## src/rtl/hdmux2_rr_stage_if.sv

```systemverilog
// Handshake bundle for hdmux2_rr_stage.
// Two valid/ready sources (A0/V0/LK0/R0 and A1/V1/LK1/R1) feed one registered
// output channel (Z/ZV/ZR). SL and LKD report arbiter status.
// master : the arbitration stage (drives R0, R1, Z, ZV, SL, LKD)
// slave  : the surrounding logic (drives source data/valid/lock and ZR)
interface hdmux2_rr_stage_if #(
  parameter int unsigned W = 1
);
  logic [W-1:0] A0;
  logic         V0;
  logic         LK0;
  logic         R0;
  logic [W-1:0] A1;
  logic         V1;
  logic         LK1;
  logic         R1;
  logic [W-1:0] Z;
  logic         ZV;
  logic         ZR;
  logic         SL;
  logic         LKD;

  modport master (
    input  A0, V0, LK0, A1, V1, LK1, ZR,
    output R0, R1, Z, ZV, SL, LKD
  );

  modport slave (
    output A0, V0, LK0, A1, V1, LK1, ZR,
    input  R0, R1, Z, ZV, SL, LKD
  );
endinterface

```

## src/rtl/hdmux2_rr_stage.sv

```systemverilog
// Registered two-source round-robin arbitration stage with lock (burst)
// support. The winning word is held in a single-entry output register; SL
// reports which source supplied the most recent accepted word.
// Ports:
//   CK  - clock, rising edge
//   RN  - synchronous active-low reset
//   bus - hdmux2_rr_stage_if master view (sources, output channel, status)
module hdmux2_rr_stage #(
  parameter int unsigned W = 1
) (
  input logic                CK,
  input logic                RN,
  hdmux2_rr_stage_if.master  bus
);

  typedef enum logic [1:0] {
    StArb   = 2'b00,
    StLock0 = 2'b01,
    StLock1 = 2'b10
  } state_e;

  state_e       state_q, state_d;
  logic [W-1:0] z_q;
  logic         zv_q;
  logic         sl_q;
  logic         lkd_q;

  logic ld;
  logic g0, g1;
  logic r0, r1;
  logic t0, t1;

  // Output register can take a new word when empty or draining this cycle.
  assign ld = !zv_q || bus.ZR;

  assign r0 = RN && ld && g0;
  assign r1 = RN && ld && g1;
  assign t0 = bus.V0 && r0;
  assign t1 = bus.V1 && r1;

  // State register
  always_ff @(posedge CK) begin
    if (!RN) begin
      state_q <= StArb;
      lkd_q   <= 1'b0;
    end else begin
      state_q <= state_d;
      lkd_q   <= (state_d != StArb);
    end
  end

  // Next-state logic; only a source transfer can move the FSM.
  always_comb begin
    state_d = state_q;
    case (state_q)
      StArb: begin
        if (t0 && bus.LK0) begin
          state_d = StLock0;
        end else if (t1 && bus.LK1) begin
          state_d = StLock1;
        end
      end
      StLock0: if (t0 && !bus.LK0) state_d = StArb;
      StLock1: if (t1 && !bus.LK1) state_d = StArb;
      default: state_d = StArb;
    endcase
  end

  // Grant logic; an illegal state grants nobody until it recovers.
  always_comb begin
    g0 = 1'b0;
    g1 = 1'b0;
    case (state_q)
      StArb: begin
        if (bus.V0 && bus.V1) begin
          // Tie: give it to the source that did not win last time.
          g0 = sl_q;
          g1 = !sl_q;
        end else begin
          g0 = bus.V0;
          g1 = bus.V1;
        end
      end
      StLock0: g0 = bus.V0;
      StLock1: g1 = bus.V1;
      default: begin
        g0 = 1'b0;
        g1 = 1'b0;
      end
    endcase
  end

  // Output register; grants are exclusive so t0/t1 never both fire.
  always_ff @(posedge CK) begin
    if (!RN) begin
      z_q  <= '0;
      zv_q <= 1'b0;
      sl_q <= 1'b0;
    end else if (ld) begin
      if (t0) begin
        z_q  <= bus.A0;
        zv_q <= 1'b1;
        sl_q <= 1'b0;
      end else if (t1) begin
        z_q  <= bus.A1;
        zv_q <= 1'b1;
        sl_q <= 1'b1;
      end else begin
        zv_q <= 1'b0;
      end
    end
  end

  assign bus.R0  = r0;
  assign bus.R1  = r1;
  assign bus.Z   = z_q;
  assign bus.ZV  = zv_q;
  assign bus.SL  = sl_q;
  assign bus.LKD = lkd_q;

endmodule

```

## src/flat_wrapper.sv

```systemverilog
// flat-port wrapper written by rule: the top's interface ports become plain ports
module hdmux2_rr_stage_flat 
#(
  parameter int unsigned W = 1
)
  (CK, RN, bus_A0, bus_V0, bus_LK0, bus_A1, bus_V1, bus_LK1, bus_ZR, bus_R0, bus_R1, bus_Z, bus_ZV, bus_SL, bus_LKD);
  hdmux2_rr_stage_if #(.W(W)) bus_i ();
  input logic CK;
  input logic RN;
  input wire logic [$bits(bus_i.A0)-1:0] bus_A0;
  input wire logic [$bits(bus_i.V0)-1:0] bus_V0;
  input wire logic [$bits(bus_i.LK0)-1:0] bus_LK0;
  input wire logic [$bits(bus_i.A1)-1:0] bus_A1;
  input wire logic [$bits(bus_i.V1)-1:0] bus_V1;
  input wire logic [$bits(bus_i.LK1)-1:0] bus_LK1;
  input wire logic [$bits(bus_i.ZR)-1:0] bus_ZR;
  output wire logic [$bits(bus_i.R0)-1:0] bus_R0;
  output wire logic [$bits(bus_i.R1)-1:0] bus_R1;
  output wire logic [$bits(bus_i.Z)-1:0] bus_Z;
  output wire logic [$bits(bus_i.ZV)-1:0] bus_ZV;
  output wire logic [$bits(bus_i.SL)-1:0] bus_SL;
  output wire logic [$bits(bus_i.LKD)-1:0] bus_LKD;
  assign bus_i.A0 = bus_A0;
  assign bus_i.V0 = bus_V0;
  assign bus_i.LK0 = bus_LK0;
  assign bus_i.A1 = bus_A1;
  assign bus_i.V1 = bus_V1;
  assign bus_i.LK1 = bus_LK1;
  assign bus_i.ZR = bus_ZR;
  assign bus_R0 = bus_i.R0;
  assign bus_R1 = bus_i.R1;
  assign bus_Z = bus_i.Z;
  assign bus_ZV = bus_i.ZV;
  assign bus_SL = bus_i.SL;
  assign bus_LKD = bus_i.LKD;
  hdmux2_rr_stage #(.W(W)) u_core (.CK(CK), .RN(RN), .bus(bus_i));
endmodule
```

## config.mk

```make
export PLATFORM = sky130hd
export DESIGN_NAME = hdmux2_rr_stage_flat
export DESIGN_NICKNAME = d
export VERILOG_FILES = /design/src/rtl/hdmux2_rr_stage_if.sv /design/src/rtl/hdmux2_rr_stage.sv /design/src/flat_wrapper.sv
export SDC_FILE = /design/constraint.sdc
export NUM_CORES = 1
export LEC_CHECK = 0
export CAP_MARGIN = 10
export CORE_AREA = 2 2 39 41
export CTS_BUF_LIST = sky130_fd_sc_hd__clkbuf_2 sky130_fd_sc_hd__clkbuf_4 sky130_fd_sc_hd__clkbuf_8
export CTS_CLUSTER_SIZE = 12
export DETAILED_ROUTE_END_ITERATION = 16
export DIE_AREA = 0 0 41 43
export PLACE_DENSITY = 0.62
export SLEW_MARGIN = 40
export SYNTH_ARGS = -nofsm -noshare
export SYNTH_HDL_FRONTEND = slang
export SYNTH_SLANG_ARGS = --single-unit
```

## constraint.sdc

```tcl
create_clock -name CK -period 4 [get_ports CK]
set_input_delay 0.8 -clock CK [delete_from_list [all_inputs] [get_ports CK]]
set_output_delay 0.8 -clock CK [all_outputs]
set_load 0.03 [all_outputs]
```

==> results of run 1 <==
[cells in the final DEF (no fill, tap or decap)]
master,instances
sky130_fd_sc_hd__and2_1,1
sky130_fd_sc_hd__inv_1,1
sky130_fd_sc_hd__a311oi_2,1
sky130_fd_sc_hd__dfxtp_1,6
sky130_fd_sc_hd__a31oi_1,1
sky130_fd_sc_hd__nor2b_4,1
sky130_fd_sc_hd__clkdlybuf4s50_1,14
sky130_fd_sc_hd__inv_2,1
sky130_fd_sc_hd__and2b_1,1
sky130_fd_sc_hd__clkbuf_4,3
sky130_fd_sc_hd__or2_1,1
sky130_fd_sc_hd__o221a_1,1
sky130_fd_sc_hd__o31ai_1,1
sky130_fd_sc_hd__o21ai_0,1
sky130_fd_sc_hd__nand2b_1,2
sky130_fd_sc_hd__a2111oi_0,1
sky130_fd_sc_hd__mux2_1,1
sky130_fd_sc_hd__o211a_1,1
sky130_fd_sc_hd__or2b_2,1
sky130_fd_sc_hd__nand2b_4,1
sky130_fd_sc_hd__nor2_1,3
sky130_fd_sc_hd__o2111a_1,1
sky130_fd_sc_hd__a311o_1,1
sky130_fd_sc_hd__o31a_2,1
[area by class of cell]
cell class / count / area [um^2]
Clock buffer: 3 / 22.52
Inverter: 2 / 7.507
Sequential cell: 6 / 120.1
Multi-Input combinational cell: 22 / 186.4
Fill cell: 147 / 887.1
Tap cell: 16 / 20.02
Timing Repair Buffer: 14 / 140.1
[how the worst min path moves through the flow]
stage | from | end | slack (ps) | cells past startpoint
2_1_floorplan | u_core.state_q[0] | u_core.state_q[0] | 500 | 2
4_1_cts | u_core.state_q[0] | u_core.state_q[0] | 580 | 2
3_3_place_gp | u_core.state_q[0] | u_core.state_q[0] | 570 | 2
6_report | u_core.state_q[0] | u_core.state_q[0] | 560 | 2
3_5_place_dp | u_core.state_q[0] | u_core.state_q[0] | 560 | 2
5_1_grt | u_core.state_q[0] | u_core.state_q[0] | 640 | 2
[routing by layer]
layer  GRT usage  routed length, um  part of all wire
met1      0.1254                336              0.50
met2      0.1188                285              0.43
met3     0.03141                 44             0.066
met4     0.06000                  0                 0
met5           0                  0                 0
[through the flow]
stage	utilization	setup slack [ps]	total power, mW	cells	cell area [um^2]
after floorplan	-	1719	0.1099	30	314.1
after global placement	0.3427	599.4	0.1366	60	474.2
after detailed placement	0.3427	604.5	0.1367	60	474.2
after CTS	0.3590	594.2	0.1926	63	496.7
after global routing	0.3590	517.5	0.2026	63	496.7
final	0.3590	608.9	0.1901	63	496.7
[cells by family after synthesis]
group / synth area share
DFF: 0.3825
and+or+nand+nor: 0.2550
AOI/OAI and AO/OA: 0.3028
buffers and inverters: 0.02388
muxes: 0.03585
[flip-flops by register name, indices dropped and copies added, names as in the netlist]
name and count:
u_core.bus.LKD 1, u_core.bus.SL 1, u_core.bus.Z 1, u_core.bus.ZV 1, u_core.state_q 2
[report_power, final]
| group | internal (mW) | switching (mW) | total [mW] |
|---|---|---|---|
| logic | 0.0325 | 0.0305 | 0.0629 |
| registers | 0.0675 | 0.00529 | 0.0728 |
| clock network | 0.0339 | 0.0206 | 0.0544 |
| total | 0.134 | 0.0563 | 0.190 |
[worst max-delay path, stage by stage]
cell	delay [ps]
sky130_fd_sc_hd__clkdlybuf4s50_1	520
sky130_fd_sc_hd__nor2b_4	70
sky130_fd_sc_hd__a311oi_2	350
sky130_fd_sc_hd__and2_1	180
sky130_fd_sc_hd__clkdlybuf4s50_1	660
==> summary.txt, run 1 <==
FINAL LAYOUT
--------------------------------------------------------------------------------
Fraction of final layout cells with drive strength greater than 1         0.1915
Layout Area Growth over Synthesis                                         58.17%
Net count reported at finish                                                  58
Number of diodes                                                               0

WORST SETUP PATH
--------------------------------------------------------------------------------
Maximum net fanout on the critical path                                        5
Source of the worst register-to-register timing path                u_core.bus.ZV
Crit path capture                                                         bus_R1
Setup slack of the worst register-to-register path                       2530 ps
Path type of the worst setup path                                      in -> out
Critical Path Sink Type                                              output port
Worst path arrival time                                                  2590 ps
Startpoint type of the worst setup path                                input pin
Depth of the worst register-to-register path                                   4
R2r endpoint                                                        u_core.bus.Z
Startpoint of the worst setup timing path                                 bus_ZR
Required time of the critical path                                       3200 ps

DRT
--------------------------------------------------------------------------------
Vias                                                                         291
Average via count per standard cell                                        4.619
Detailed-routing iteration count for the pre-antenna-repair pass               3
Number of remaining DRC errors                                                 0
Antenna-violating nets left                                                    0
Initial DRC Count                                                              9
Routed wire per std cell                                                10.57 um
Total wire length                                                         666 um

CLOCK NETWORK
--------------------------------------------------------------------------------
Setup Fix Bufs, Post-CTS                                                       0
Clock root buffer master                                            sky130_fd_sc_hd__clkbuf_4
Post-CTS sizing                                                                0
Number of buffers inserted by hold repair at cts                               0
Worst-skew pair later-pin latency                                         240 ps
Clock buffer depth                                                             2
CTS clock-pin slew for the worst setup and hold paths                      40 ps
Clock tree from TritonCTS                                                   done
Clock buffers created by TritonCTS                                             3
Sinks on Clock Net                                                             6
H-Tree Level Count                                                             1

SYNTHESIS
--------------------------------------------------------------------------------
Sequential cell area fraction in the yosys report                         0.3825
Yosys reg bits                                                                 6
Commonest cells in the synthesized netlist                          sky130_fd_sc_hd__dfxtp_1, sky130_fd_sc_hd__nor2_1, sky130_fd_sc_hd__nand2b_1
Synthesis Warnings                                                             0
Main area contributors after synthesis                              sky130_fd_sc_hd__dfxtp_1, sky130_fd_sc_hd__a311oi_2, sky130_fd_sc_hd__nand2b_4
Library cell with the largest summed area after synthesis           sky130_fd_sc_hd__dfxtp_1
Count leader, synth                                                 sky130_fd_sc_hd__dfxtp_1
Mapped Avg Cell Area                                                  10.47 um^2
Synth cell types                                                              22
Synth Instances                                                               30
Asr flop ratio synth                                                           0
Synth Net Count                                                               39
Count of flip-flops with a built-in enable after synthesis                     0
Dominant synthesized flop cell                                      sky130_fd_sc_hd__dfxtp_1
Share of Yosys cell area claimed by the top area cell type                0.3825
Post-synth design cell area                                           314.1 um^2

GLOBAL ROUTE
--------------------------------------------------------------------------------
Largest net degree at the start of global routing                              8
Global-route wire length before repair                                   1090 um
Number of antenna violations at the first check in global routing              0
GRT Total Usage                                                          0.09237
Number of global-route vias before repair                                    273
Remaining global-route overflow                                                0

STA
--------------------------------------------------------------------------------
Worst hold margin                                                       564.2 ps
Relative slew slack                                                       0.7115
Period minus WS final                                                    3391 ps
Highest achievable clock rate                                          294.9 MHz
Clock skew after layout                                                 4.699 ps
Max-slew violation count                                                       0
Final setup violation count                                                    0
Unrepaired setup endpoints after global routing                               no
Pin slew with the least headroom to its limit                           421.8 ps
Ratio of final minimum period to clock period                             0.8478
Sum of negative setup slack                                                 0 ps
Endpoints failing hold                                                         0

DIE
--------------------------------------------------------------------------------
Die outline width                                                          41 um
Number of placement rows                                                      14
Total I/O pin count                                                           15
Die outline area                                                    0.001763 mm^2
Effective utilization at floorplan                                        0.2269
Overall die height                                                         43 um
Core ar.                                                            0.001384 mm^2

PWR
--------------------------------------------------------------------------------
Cell Pwr Density                                                    382.7 mW/mm^2
Pleak                                                                  0.1958 nW
IR drop worst, VDD                                                     0.1852 mV

OUTCOME
--------------------------------------------------------------------------------
Result of the run                                                   finished clean

PLACED DESIGN
--------------------------------------------------------------------------------
Post-DP HPWL                                                            508.1 um
Buffers added on ports                                                        14
Final weighted congestion in routability-driven placement                 0.7126

WORST HOLD PATH
--------------------------------------------------------------------------------
Worst min path class                                                  reg -> reg

FLOW RUN
--------------------------------------------------------------------------------
Number of max-cap violations                                                   0

Note: power is estimated with default switching activity, not from simulation.
==> run 2, diff against run 1 <==
--- a/config.mk
+++ b/config.mk
@@ -11,7 +11,7 @@
 export CTS_CLUSTER_SIZE = 12
 export DETAILED_ROUTE_END_ITERATION = 16
 export DIE_AREA = 0 0 41 43
-export PLACE_DENSITY = 0.62
+export PLACE_DENSITY = 0.64
 export SLEW_MARGIN = 40
 export SYNTH_ARGS = -nofsm -noshare
 export SYNTH_HDL_FRONTEND = slang
==> constraint.sdc (replaced) <==
create_clock -name CK -period 3 [get_ports CK]
set_input_delay 0.6 -clock CK [delete_from_list [all_inputs] [get_ports CK]]
set_output_delay 0.6 -clock CK [all_outputs]
set_load 0.03 [all_outputs]
==> summary.txt, run 2 (synthesized netlist as in run 1, its figures left out) <==
CLOCK NETWORK
--------------------------------------------------------------------------------
CTS clock-pin slew for the worst setup and hold paths                      50 ps   about the same
Setup Fix Bufs, Post-CTS                                                       0   unchanged
Sinks on Clock Net                                                             6   unchanged
Clock root buffer master                                            sky130_fd_sc_hd__clkbuf_4
Clock buffer depth                                                             2   unchanged
Worst-skew pair later-pin latency                                         250 ps   about the same
Post-CTS sizing                                                                0   unchanged
Clock buffers created by TritonCTS                                             3   unchanged
Clock tree from TritonCTS                                                   done
Number of buffers inserted by hold repair at cts                               0   unchanged
H-Tree Level Count                                                             1   unchanged

PWR
--------------------------------------------------------------------------------
IR drop worst, VDD                                                     0.2219 mV   +20%
Total power of the final layout                                        0.2580 mW   +36%
Pleak                                                                  0.2123 nW   +8.5%
Cell Pwr Density                                                    499.2 mW/mm^2   +30%

GLOBAL ROUTE
--------------------------------------------------------------------------------
Global-route wire length before repair                                   1062 um   -2.6%
Number of antenna violations at the first check in global routing              0   unchanged
Number of global-route vias before repair                                    263   -3.7%
GRT Total Usage                                                          0.09045   -0.001917
Largest net degree at the start of global routing                              8   unchanged
Remaining global-route overflow                                                0   unchanged

PLACED DESIGN
--------------------------------------------------------------------------------
Final weighted congestion in routability-driven placement                 0.7401   +3.9%
Buffers added on ports                                                        14   unchanged
Placed instance count                                                         63   +5.0%
Post-DP HPWL                                                            531.4 um   +4.6%
Post-placement setup slack                                              255.1 ps   -349.4 ps

FINAL LAYOUT
--------------------------------------------------------------------------------
Leading cell type in the layout, fill and taps excluded             sky130_fd_sc_hd__clkdlybuf4s50_1
Layout Area Growth over Synthesis                                         64.54%
Net count reported at finish                                                  61   +5.2%
Final Non-Filler Cells                                                        66   +4.8%
Number of diodes                                                               0   unchanged
Fraction of final layout cells with drive strength greater than 1         0.2600   +0.06851
Number of flip-flops under the largest register name                           2   unchanged
Leading cell types in the layout, fill and taps excluded            sky130_fd_sc_hd__clkdlybuf4s50_1, sky130_fd_sc_hd__dfxtp_1, sky130_fd_sc_hd__buf_4, sky130_fd_sc_hd__nor2_1, sky130_fd_sc_hd__clkbuf_4
Fillers                                                                      155   +5.4%
Register with the highest flop count                                u_core.state_q

WORST SETUP PATH
--------------------------------------------------------------------------------
Cell mode on critical path                                          sky130_fd_sc_hd__clkdlybuf4s50_1
Maximum net fanout on the critical path                                        2   -3
Startpoint of the worst setup timing path                                 bus_ZR
Worst-path cell with the longest stage delay                        sky130_fd_sc_hd__clkdlybuf4s50_1
CP delay by family, top                                             buffers and inverters
Required time of the critical path                                       2400 ps   -800 ps
Startpoint type of the worst setup path                                input pin
Critical path, cell by cell                                         clkdlybuf4s50_1 > or2b_2 > o2111a_1 > clkdlybuf4s50_1
Setup slack of the worst register-to-register path                       1530 ps   -1000 ps
Path type of the worst setup path                                      in -> out
Critical Path Sink Type                                              output port
Worst path arrival time                                                  2160 ps   -430 ps
Source of the worst register-to-register timing path                u_core.bus.ZV
Bufs and invs on worst path                                                    2   unchanged
Maximum cell stage delay along the critical path                          680 ps   +20 ps

DIE
--------------------------------------------------------------------------------
Total I/O pin count                                                           15   unchanged
Die outline width                                                          41 um   unchanged
Overall die height                                                         43 um   unchanged
Effective utilization at floorplan                                        0.2269   unchanged
Number of placement rows                                                      14   unchanged
Die outline area                                                    0.001763 mm^2   unchanged
Core ar.                                                            0.001384 mm^2   unchanged

DRT
--------------------------------------------------------------------------------
Vias                                                                         294   +1.0%
Routed wire per std cell                                                10.38 um   -1.8%
Total wire length                                                         685 um   +2.9%
Initial DRC Count                                                              3   -6
Number of remaining DRC errors                                                 0   unchanged
Antenna-violating nets left                                                    0   unchanged
Average via count per standard cell                                        4.455   -3.6%
Detailed-routing iteration count for the pre-antenna-repair pass               3   unchanged

STA
--------------------------------------------------------------------------------
Sum of negative setup slack                                                 0 ps   unchanged
Pin slew with the least headroom to its limit                           367.9 ps   -53.85 ps
Unrepaired setup endpoints after global routing                               no
Max-slew violation count                                                       0   unchanged
Relative slew slack                                                       0.7484   +0.03683
Ratio of final minimum period to clock period                             0.9186
Endpoints failing hold                                                         0   unchanged
Slack of the critical path                                              244.1 ps   -364.8 ps
Final setup violation count                                                    0   unchanged
Highest achievable clock rate                                          362.9 MHz
Period minus WS final                                                    2756 ps
Clock skew after layout                                                 5.349 ps   +0.6497 ps

FLOW RUN
--------------------------------------------------------------------------------
Number of max-cap violations                                                   0   unchanged

WORST HOLD PATH
--------------------------------------------------------------------------------
Worst min path class                                                  reg -> reg
Startpoint of the worst hold path                                   u_core.state_q[0]

OUTCOME
--------------------------------------------------------------------------------
Result of the run                                                   finished clean

[run 2: cell count changes in the layout (fill, tap and decap cells not counted), sizes merged]
cell	delta
clkdlybuf4s50	-1
buf	+4
[run 2: cell type report]
| cell class | instances | area, um^2 | area share |
|---|---|---|---|
| multi-input combinational | 22 | 186.4 | 0.3608 |
| timing repair buffer | 17 | 160.2 | 0.3099 |
| sequential | 6 | 120.1 | 0.2324 |
| clock buffer | 3 | 22.52 | 0.04358 |
| tap | 16 | 20.02 | 0.03874 |
| inverter | 2 | 7.507 | 0.01453 |
[run 2: path summary, 6_finish.rpt]
path         depth (start not counted)                end
max                                  4             bus_R0
min reg2reg                          2  u_core.state_q[0]
max reg2reg                          4       u_core.bus.Z
min                                  2  u_core.state_q[0]
[run 2: worst reg2reg max path, stage by stage (launching register included)]
cell                       delay [ps]
sky130_fd_sc_hd__dfxtp_1          310
sky130_fd_sc_hd__nor2b_4          140
sky130_fd_sc_hd__a311oi_2         350
sky130_fd_sc_hd__mux2_1           360
sky130_fd_sc_hd__o211a_1          200
[run 2: metal layers]
metal	up-vias	GRT usage	wire, um
met5	-	0	0
met4	0	0.02000	0
met3	0	0.06283	52
met2	10	0.1031	288
met1	129	0.1355	344
li1	155	-	-
[run 2: power by group]
group | total, mW | internal (mW) | switching [mW]
clock network | 0.0742 | 0.0452 | 0.0290
registers | 0.0973 | 0.0900 | 0.00727
logic | 0.0864 | 0.0456 | 0.0408
total | 0.258 | 0.181 | 0.0771
[run 2: metrics by stage]
stage	util	instance area [um^2]	hold slack, ps
5_1_grt	0.3734	516.7	626.9
4_1_cts	0.3734	516.7	587.1
2_1_floorplan	-	314.1	500.4
3_3_place_gp	0.3571	494.2	564.7
6_report	0.3734	516.7	588.4
3_5_place_dp	0.3571	494.2	574.8
